[config.mk]
export PLATFORM = sky130hd
export DESIGN_NAME = fetch_stage
export DESIGN_NICKNAME = d
export VERILOG_FILES = /design/src/rtl/fetch_stage.sv
export SDC_FILE = /design/constraint.sdc
export NUM_CORES = 1
export LEC_CHECK = 0
export CAP_MARGIN = 25
export CORE_MARGIN = 3
export CORE_UTILIZATION = 51
export DETAILED_ROUTE_END_ITERATION = 6
export HOLD_SLACK_MARGIN = 0.05
export PLACE_DENSITY = 0.81
export SYNTH_ARGS = -nofsm -noshare
export SYNTH_HDL_FRONTEND = slang
export SYNTH_SLANG_ARGS = --single-unit
[constraint.sdc]
create_clock -name clk -period 6.35 [get_ports clk]
set_input_delay 1.27 -clock clk [delete_from_list [all_inputs] [get_ports clk]]
set_output_delay 1.27 -clock clk [all_outputs]
set_load 0.02 [all_outputs]
[src/rtl/fetch_stage.sv]
// Purpose: IF stage owning the PC, issuing single-outstanding fetches and loading the IF/ID register.
// Latency: an instruction reaches IF/ID on the clock edge after its imem_rvalid, or on the edge after a stall releases.
// Backpressure: pc_write/ifid_write stalls park returned data in a one-entry buffer; flush overrides stalls.
module fetch_stage #(
    parameter int unsigned     XLEN      = 32,
    parameter logic [XLEN-1:0] RESET_PC  = '0,
    parameter logic [31:0]     NOP_INSTR = 32'h0000_0013
) (
    input  logic            clk,
    input  logic            rst,
    input  logic            pc_write,
    input  logic            ifid_write,
    input  logic            flush,
    input  logic [XLEN-1:0] redirect_pc,
    output logic            imem_req,
    output logic [XLEN-1:0] imem_addr,
    input  logic            imem_rvalid,
    input  logic [31:0]     imem_rdata,
    output logic [XLEN-1:0] ifid_pc,
    output logic [31:0]     ifid_instr,
    output logic            ifid_valid,
    output logic [4:0]      ifid_rs1,
    output logic [4:0]      ifid_rs2
);

    localparam logic [1:0] ST_FETCH = 2'd0;
    localparam logic [1:0] ST_HOLD  = 2'd1;
    localparam logic [1:0] ST_DRAIN = 2'd2;

    logic [1:0]      state;
    logic [1:0]      state_n;
    logic [XLEN-1:0] pc;
    logic [XLEN-1:0] pc_n;
    logic [31:0]     hold_instr;
    logic [31:0]     hold_instr_n;
    logic [XLEN-1:0] drain_addr;
    logic [XLEN-1:0] drain_addr_n;
    logic [XLEN-1:0] ifid_pc_n;
    logic [31:0]     ifid_instr_n;
    logic            ifid_valid_n;

    logic            stall;
    logic            avail;
    logic [XLEN-1:0] pc_plus4;
    logic [XLEN-1:0] redirect_aligned;

    assign stall            = ~pc_write | ~ifid_write;
    assign avail            = ((state == ST_FETCH) & imem_rvalid) | (state == ST_HOLD);
    assign pc_plus4         = pc + XLEN'(4);
    assign redirect_aligned = {redirect_pc[XLEN-1:2], 2'b00};

    // Request is gated by rst so it drops immediately on an asynchronous reset.
    // DRAIN keeps presenting the abandoned address until its response arrives,
    // because the PC has already been retargeted.
    assign imem_req  = ~rst & (state != ST_HOLD);
    assign imem_addr = (state == ST_DRAIN) ? drain_addr : pc;

    // Register-field decode for the hazard unit.
    assign ifid_rs1 = ifid_instr[19:15];
    assign ifid_rs2 = ifid_instr[24:20];

    // Next-state, PC, buffer and IF/ID selection.
    always_comb begin
        state_n      = state;
        pc_n         = pc;
        hold_instr_n = hold_instr;
        drain_addr_n = drain_addr;
        ifid_pc_n    = ifid_pc;
        ifid_instr_n = ifid_instr;
        ifid_valid_n = ifid_valid;

        if (flush) begin
            // Flush beats any stall: bubble into IF/ID, retarget PC, drop buffer.
            ifid_pc_n    = pc;
            ifid_instr_n = NOP_INSTR;
            ifid_valid_n = 1'b0;
            pc_n         = redirect_aligned;
            unique case (state)
                ST_FETCH: begin
                    if (!imem_rvalid) begin
                        // The request is still in flight; wait for it and discard.
                        state_n      = ST_DRAIN;
                        drain_addr_n = pc;
                    end else begin
                        state_n = ST_FETCH;
                    end
                end
                ST_HOLD:  state_n = ST_FETCH;
                ST_DRAIN: state_n = ST_DRAIN;
                default:  state_n = ST_FETCH;
            endcase
        end else begin
            unique case (state)
                ST_FETCH: begin
                    if (avail && !stall) begin
                        ifid_pc_n    = pc;
                        ifid_instr_n = imem_rdata;
                        ifid_valid_n = 1'b1;
                        pc_n         = pc_plus4;
                    end else if (avail && stall) begin
                        // Data arrived while decode is blocked: park it.
                        hold_instr_n = imem_rdata;
                        state_n      = ST_HOLD;
                    end else if (!stall) begin
                        ifid_pc_n    = pc;
                        ifid_instr_n = NOP_INSTR;
                        ifid_valid_n = 1'b0;
                    end
                end
                ST_HOLD: begin
                    if (!stall) begin
                        ifid_pc_n    = pc;
                        ifid_instr_n = hold_instr;
                        ifid_valid_n = 1'b1;
                        pc_n         = pc_plus4;
                        state_n      = ST_FETCH;
                    end
                end
                ST_DRAIN: begin
                    if (!stall) begin
                        ifid_pc_n    = pc;
                        ifid_instr_n = NOP_INSTR;
                        ifid_valid_n = 1'b0;
                    end
                    if (imem_rvalid) begin
                        state_n = ST_FETCH;
                    end
                end
                default: begin
                    state_n = ST_FETCH;
                end
            endcase
        end
    end

    // Control state: FSM, PC, parked instruction and abandoned address.
    always_ff @(posedge clk or posedge rst) begin
        if (rst) begin
            state      <= ST_FETCH;
            pc         <= RESET_PC;
            hold_instr <= NOP_INSTR;
            drain_addr <= RESET_PC;
        end else begin
            state      <= state_n;
            pc         <= pc_n;
            hold_instr <= hold_instr_n;
            drain_addr <= drain_addr_n;
        end
    end

    // IF/ID pipeline register.
    always_ff @(posedge clk or posedge rst) begin
        if (rst) begin
            ifid_pc    <= '0;
            ifid_instr <= NOP_INSTR;
            ifid_valid <= 1'b0;
        end else begin
            ifid_pc    <= ifid_pc_n;
            ifid_instr <= ifid_instr_n;
            ifid_valid <= ifid_valid_n;
        end
    end

endmodule

* Word level (Yosys, flattened, before mapping)
Index checks and enable logic that the tools add are counted.
** Word-level totals
- Register bits after elaboration :: 163
** Operators by class
- Add/sub/neg operators :: 1
- Eq/ne operators :: 9
- Bitwise operators :: 10
- Mux-type cells :: 30
- Reductions and logical operators :: 14
** Operator list (count)
- 32-bit two-way mux :: 13
- 32-bit one-hot mux with 2 select lines :: 2
- 32-bit one-hot mux with 3 select lines :: 1
- 32-bit by 3-bit adder with 32-bit output, second input constant :: 1
- 2-bit two-way mux :: 6
- 3-bit inequality test, second input constant :: 3
- 3-bit AND reduction :: 3
- 4-bit AND reduction :: 2
- 3-bit by 2-bit inequality test with 1-bit output, second input constant :: 2
- 1-bit NOT :: 6
- 2-bit one-hot mux with 3 select lines :: 1
- 3-bit nonzero test :: 2
- 1-bit two-way mux :: 5
- 4-bit inequality test, second input constant :: 1
- 2-bit one-hot mux with 2 select lines :: 1
- 4-bit nonzero test :: 1
- 1-bit one-hot mux with 3 select lines :: 1
- 1-bit AND :: 2
- 2-bit by 1-bit equality test with 1-bit output, second input constant :: 1
- 2-bit equality test, second input constant :: 1
- 1-bit logical AND :: 2
- 2-bit zero test :: 1
- 2-bit by 1-bit inequality test with 1-bit output, second input constant :: 1
- 1-bit bitwise OR :: 2
- other kinds (3) :: 3

* Longest topological paths before layout
Gate-level depths: netlist of the first run.
- Depth in word-level cells :: 8
- Gate-level depth with buffers :: 9

* Worst setup path after synthesis of the first run
OpenSTA, ideal clock, no wires.
- Path kind :: register -> output
- Start point :: reg state[0]
- End point :: out imem_addr[10]
- Setup slack :: 3.405 ns
- Arrival :: 1.675 ns
- Required time :: 5.080 ns
- Cell stages (with the launch flop) :: 6
- Cells stage by stage :: dfrtp_1 > inv_1 > ha_1 > clkbuf_1 > clkbuf_1 > mux2_2
** On the way
- Longest elaborated chain between the ends :: 2
** RTL lines
- start: declaration :: RTL line 30 : logic [1:0] state;
- start signal: assignment :: RTL line 144 : state <= state_n;
- 2-bit equality test :: RTL line 56 : assign imem_addr = (state == ST_DRAIN) ? drain_addr : pc;
- 32-bit two-way mux :: RTL line 56
- end: declaration :: RTL line 16 : output logic [XLEN-1:0] imem_addr,
No other way between the ends.

* Worst setup path after layout of the first run
- Start point :: reg state[0]
- End point :: out imem_addr[4]
Same word-level chain as after synthesis.

==> flow_metrics.env, run 1 <==
export IMPL_fmax_mhz=250.6
export IMPL_routed_wl_um=20530
export IMPL_layout_setup_ws_ns=2.360
export IMPL_path_max_fanout=38
export IMPL_synth_top_area_cell="dfrtp_1"
export IMPL_grt_pass1_vias=6409
export IMPL_cp_arrival_ns=2.72
export IMPL_initial_core_util_pct=53.13
export IMPL_worstSetupStartpointType="flop"
export IMPL_p_leak_nw=3.995
export IMPL_io_pins=178
export IMPL_r2r_slack_ns=3.64
export IMPL_setup_violations=0
export IMPL_synth_ff_type="dfrtp_1"
export IMPL_cts_repair_resized=0
export IMPL_root_buffer="clkbuf_16"
export IMPL_final_hold_viol_count=0
export IMPL_violations="design-rule violations"
export IMPL_ant_nets=0
export IMPL_final_cells=1005
export IMPL_grtUsageTotal_pct=24.47
export IMPL_drcViolationCount=1
export IMPL_wl_per_cell_um=20.43
export IMPL_critPathCaptureType="output pin"
export IMPL_hold_path_class="flop to flop"
export IMPL_synth_edff_count=0
export IMPL_hold_path_startpoint="drain_addr[27]$_DFFE_PP0P_"
export IMPL_synthTopCellsByArea="dfrtp_1 48%, mux2_2 16%, a221o_1 3.8%, a32o_1 3.8%, nand2b_1 2.5%"
export IMPL_reg2regPathDepth=6
export IMPL_grt_max_degree=105
export IMPL_dp_hpwl_um=13750
export IMPL_drv_slew=0
export IMPL_synth_seq_cells=158
export IMPL_ir_worst_vdd_mv=0.3544
export IMPL_clock_latency_ns=0.43
export IMPL_p_comb_share_pct=46.6
export IMPL_vias=6203
export IMPL_maxCapViolCount=0
export IMPL_synth_common_cells="152 x dfrtp_1, 114 x mux2_2, 36 x clkbuf_1"
export IMPL_yosysMostFrequentCell="dfrtp_1"
export IMPL_first_iter_violations=501
export IMPL_finalCriticalPeriod_ns=3.990
export IMPL_htreeDepth=4
export IMPL_fin_setup_tns_ns=0
export IMPL_diodes=0
export IMPL_grt_pass1_wl_um=32670
export IMPL_p_sw_mw=1.818
export IMPL_cts_sinks=158
export IMPL_stdcell_area_um2=10160
export IMPL_cts_buffers=17
export IMPL_postCtsSetupBuffers=0
export IMPL_clock_tree_buffer_depth=2
export IMPL_fp_dieW_um=130.2
export IMPL_swShare_pct=36.97
export IMPL_yosysWarningCount=0
export IMPL_cts_tree="done"
export IMPL_cts_hold_buf=0
export IMPL_place_ws_ns=2.550
export IMPL_synth_area_um2=7868
export IMPL_dr_pass1_iters=7
export IMPL_p_int_mw=3.100
export IMPL_slew_headroom_pct=40.17
export IMPL_nNetsFinal=882
export IMPL_pwr_share_clk_pct=20.4
export IMPL_die_h_um=130.2
export IMPL_synth_top_area_share_pct=48.35
export IMPL_drive_above_1_share_pct=21.92
export IMPL_path_class="flop to output pin"
export IMPL_die_area_um2=16950
export IMPL_dp_cells=973
export IMPL_routed_via_density=6.172
export IMPL_fin_skew_ns=0.01136
export IMPL_areaGrowthSynthToFinish_pct=29.10
export IMPL_ys_seq_area_share_pct=50.35
export IMPL_finish_utilization_pct=68.59
export IMPL_placed_area_um2=9575
export IMPL_place_gp_congestion=0.7919
export IMPL_min_path_cells=2
export IMPL_cts_clk_slew_worst_paths_ns=0.06
export IMPL_p_per_area_nw_per_um2=484.2
export IMPL_core_area_um2=14810
export IMPL_min_to="drain_addr[27]$_DFFE_PP0P_"
export IMPL_ys_types=61
export IMPL_postSynthAreaPerCell_um2=11.62
export IMPL_grt_antenna_before_repair=0
export IMPL_r2r_end="pc[16]$_DFFE_PP0P_"
export IMPL_p_seq_share_pct=32.9
export IMPL_grt_ovfl_total=0
export IMPL_rows=44
export IMPL_fin_crit_sh_pct=62.83
export IMPL_port_buffers=173
export IMPL_synthArstFlopShare_pct=100.0
export IMPL_r2r_start="state[1]$_DFFE_PP0P_"
export IMPL_rsz0062_at_grt="false"
export IMPL_worst_pin_slew_ns=0.8974
export IMPL_postSynthCellCount=677
export IMPL_status="finished, violations left"
export IMPL_worstPathRequired_ns=5.08
## worst max path at each step
stage,depth (start not counted),to,start
finish,4,imem_addr[4],state[0]$_DFFE_PP0P_
global route,4,imem_addr[4],state[0]$_DFFE_PP0P_
CTS,4,imem_addr[3],state[0]$_DFFE_PP0P_
detailed placement,3,imem_req,rst
global placement,3,imem_req,rst
floorplan,1,drain_addr[10]$_DFFE_PP0P_,rst
## final cells by class
class	count	area (µm²)
timing repair buffer	184	1847
fill	1008	4652
multi-input combinational	436	3491
tap	184	230.2
sequential	158	3961
inverter	11	46.29
clock buffer	19	452.9
clock inverter	13	128.9
## stage by stage
step | hold WS, ns | total power [mW]
5_1_grt | 0.4917 | 5.179
2_1_floorplan | 0.4502 | 3.083
3_5_place_dp | 0.4734 | 3.916
6_report | 0.4882 | 4.918
3_3_place_gp | 0.4611 | 3.749
4_1_cts | 0.4871 | 4.932
## flip-flops by register name (all words and copies together), names as in the netlist
name and cells:
drain_addr 30, ifid_valid 1, state 2, ifid_instr 32
ifid_pc 31, pc 30, hold_instr 32
## worst max-delay path, cell delays in order, from the launching register on
cell             delay [ns]
dfrtp_1                0.39
inv_1                  0.11
ha_2                   0.77
mux2_2                 0.44
clkdlybuf4s50_1        0.54
## cells in the final DEF, fill, tap and decap left out, types with 8 or more instances in the layout
cell type / instances
o21ai_0: 27
nand2_1: 32
a31oi_1: 20
buf_4: 9
mux2_2: 114
clkdlybuf4s50_1: 173
dfrtp_1: 152
or4_1: 18
nand3_1: 10
o31ai_1: 11
clkbuf_16: 17
or3_1: 11
inv_1: 9
a221o_1: 30
nor2_1: 27
a32o_1: 30
nand2b_1: 31
nand4_1: 8
## power groups by stage
| stage | combinational [mW] | clock (mW) | sequential, mW |
|---|---|---|---|
| 4_1_cts | 2.30 | 1.01 | 1.62 |
| 2_1_floorplan | 1.37 | 0 | 1.72 |
| 3_3_place_gp | 2.15 | 0 | 1.59 |
| 3_5_place_dp | 2.28 | 0 | 1.63 |
| 6_report | 2.29 | 1.00 | 1.62 |
| 5_1_grt | 2.45 | 1.06 | 1.67 |
## per-layer routing
layer | global-route usage, % | wire length, µm
met1 | 30.93 | 8507
met2 | 40.86 | 10210
met3 | 6.386 | 1366
met4 | 8.557 | 448
met5 | 0 | 0
## kinds of logic after synthesis
| kind of cell | share of synthesized area [%] |
|---|---|
| compound gates | 14.58 |
| simple gates | 11.93 |
| fa+ha+maj | 0.6362 |
| flops | 50.35 |
| xor+xnor | 0.5566 |
| buf+inv | 5.455 |
| other cells | 0.04766 |
| mux | 16.44 |
Power figures use the tool's default switching activity.
==> run 2: changes to the inputs <==
- CORE_UTILIZATION: 51 -> 46
- PLACE_DENSITY: 0.81 -> 0.77
- clock period: 6.35 -> 3.6 ns (I/O delays scaled with it)
==> run 2 against run 1 <==
Net effect:
- the run now ends clean
- critical path depth grew 1
- first-iteration DRC count shrank 9.0%
- critical path type unchanged
- die area grew 10%
- final cell count grew 3.8%
- power grew 73%
- worst hold slack lost 0.011 ns
- design area grew 0.32%
- sequential power grew 76%
- core utilization shrank 7.4 points
- clock skew shrank 0.0012 ns
- critical endpoint is now imem_addr[28]
==> flow_metrics.env, run 2 (synthesis gave the netlist of run 1 again) <==
export IMPL_clock_tree_buffer_depth=2
export IMPL_postCtsSetupBuffers=0
export IMPL_areaGrowthSynthToFinish_pct=29.52
export IMPL_worst_pin_slew_ns=0.6598
export IMPL_worstSetupStartpointType="flop"
export IMPL_grt_max_degree=111
export IMPL_fin_setup_tns_ns=0
export IMPL_layout_cells_most_common_list="173 x clkdlybuf4s50_1, 152 x dfrtp_1, 114 x mux2_2"
export IMPL_fin_crit_sh_pct=90.57
export IMPL_nNetsFinal=884
export IMPL_cts_clk_slew_worst_paths_ns=0.06
export IMPL_setup_violations=0
export IMPL_dr_pass1_iters=5
export IMPL_grt_antenna_before_repair=0
export IMPL_root_buffer="clkbuf_16"
export IMPL_drive_above_1_share_pct=21.65
export IMPL_p_per_area_nw_per_um2=834.2
export IMPL_cts_repair_resized=0
export IMPL_vias=6111
export IMPL_hold_path_class="flop to flop"
export IMPL_placed_area_um2=9624
export IMPL_critPathCaptureType="output pin"
export IMPL_die_h_um=136.8
export IMPL_fin_skew_ns=0.01020
export IMPL_finish_utilization_pct=61.23
export IMPL_reg2regPathDepth=6
export IMPL_stdcell_area_um2=10190
export IMPL_place_gp_congestion=0.8025
export IMPL_drcViolationCount=0
export IMPL_min_path_cells=2
export IMPL_die_area_um2=18710
export IMPL_r2r_start="state[1]$_DFFE_PP0P_"
export IMPL_p_leak_nw=3.978
export IMPL_maxCapViolCount=0
export IMPL_htreeDepth=4
export IMPL_grt_ovfl_total=0
export IMPL_power_mw=8.500
export IMPL_worstPathRequired_ns=2.88
export IMPL_final_common_cell="clkdlybuf4s50_1"
export IMPL_path_class="flop to output pin"
export IMPL_hold_path_startpoint="ifid_instr[4]$_DFFE_PP1P_"
export IMPL_status="finished, final reports clean"
export IMPL_grt_pass1_wl_um=32060
export IMPL_r2r_slack_ns=0.90
export IMPL_grtUsageTotal_pct=21.83
export IMPL_grt_pass1_vias=6297
export IMPL_clock_latency_ns=0.43
export IMPL_ant_nets=0
export IMPL_rsz0062_at_grt="false"
export IMPL_cts_buffers=17
export IMPL_port_buffers=173
export IMPL_first_iter_violations=456
export IMPL_cp_arrival_ns=2.54
export IMPL_final_hold_viol_count=0
export IMPL_drv_slew=0
export IMPL_routed_wl_um=20170
export IMPL_dp_hpwl_um=13880
export IMPL_ir_worst_vdd_mv=0.5580
export IMPL_path_max_fanout=37
export IMPL_fillCellCount=1269
export IMPL_wl_per_cell_um=19.34
export IMPL_fmax_mhz=306.7
export IMPL_min_to="ifid_instr[4]$_DFFE_PP1P_"
export IMPL_slew_headroom_pct=55.96
export IMPL_rows=47
export IMPL_top_regs="hold_instr: 32 flops, ifid_instr: 32 flops, ifid_pc: 31 flops"
export IMPL_cts_hold_buf=0
export IMPL_fp_dieW_um=136.8
export IMPL_io_pins=178
export IMPL_finalCriticalPeriod_ns=3.261
export IMPL_cts_tree="done"
export IMPL_initial_core_util_pct=47.27
export IMPL_routed_via_density=5.859
export IMPL_cts_sinks=158
export IMPL_r2r_end="pc[16]$_DFFE_PP0P_"
export IMPL_core_area_um2=16640
## run 2: critical path: stages, from the launching register on
cell and delay, ns:
dfrtp_1 0.39, inv_1 0.12, ha_1 0.19, buf_4 0.44, mux2_2 0.42, clkdlybuf4s50_1 0.54
## run 2: area by class of cell
| cell class | instances | area (µm²) | share of cell area, % |
|---|---|---|---|
| Multi-Input combinational cell | 436 | 3488 | 34.23 |
| Tap cell | 220 | 275.3 | 2.701 |
| Sequential cell | 158 | 3961 | 38.88 |
| Timing Repair Buffer | 186 | 1882 | 18.47 |
| Antenna cell | 1 | 2.502 | 0.02456 |
| Inverter | 11 | 45.04 | 0.4420 |
| Clock buffer | 22 | 474.2 | 4.654 |
| Clock inverter | 9 | 61.31 | 0.6017 |
## run 2: power by group
group / internal (mW) / total, mW / leakage (nW) / switching [mW]
registers: 2.42 / 2.85 / 1.89 / 0.430
logic: 2.03 / 4.01 / 1.83 / 1.98
clock network: 0.929 / 1.64 / 0.250 / 0.713
total: 5.38 / 8.50 / 3.98 / 3.12
## run 2: how the worst max path moves through the flow
stage	cells after the start	startpoint	slack, ns	end
finish	5	state[0]$_DFFE_PP0P_	0.34	imem_addr[28]
CTS	5	state[0]$_DFFE_PP0P_	0.33	imem_addr[28]
global placement	6	pc_write	0.37	ifid_instr[24]$_DFFE_PP0P_
detailed placement	6	ifid_write	0.24	ifid_instr[17]$_DFFE_PP0P_
floorplan	1	rst	0.88	drain_addr[10]$_DFFE_PP0P_
global route	5	state[0]$_DFFE_PP0P_	0.25	imem_addr[8]
## run 2: per-layer routing
layer | vias to the layer above | global-route usage, % | routed length (µm)
met3 | 43 | 5.110 | 1198
li1 | 2802 | - | -
met2 | 193 | 36.50 | 10150
met4 | 0 | 9.091 | 485
met5 | - | 0 | 0
met1 | 3073 | 27.28 | 8343
## run 2: stage by stage
step / hold slack (ns) / worst slack, ns / std cells
final: 0.4768 / 0.3393 / 1043
after global routing: 0.4915 / 0.2481 / 1042
after CTS: 0.4722 / 0.3323 / 1041
after detailed placement: 0.4639 / 0.2373 / 1010
after global placement: 0.4582 / 0.3660 / 1009
after floorplan: 0.4502 / 0.8840 / 678
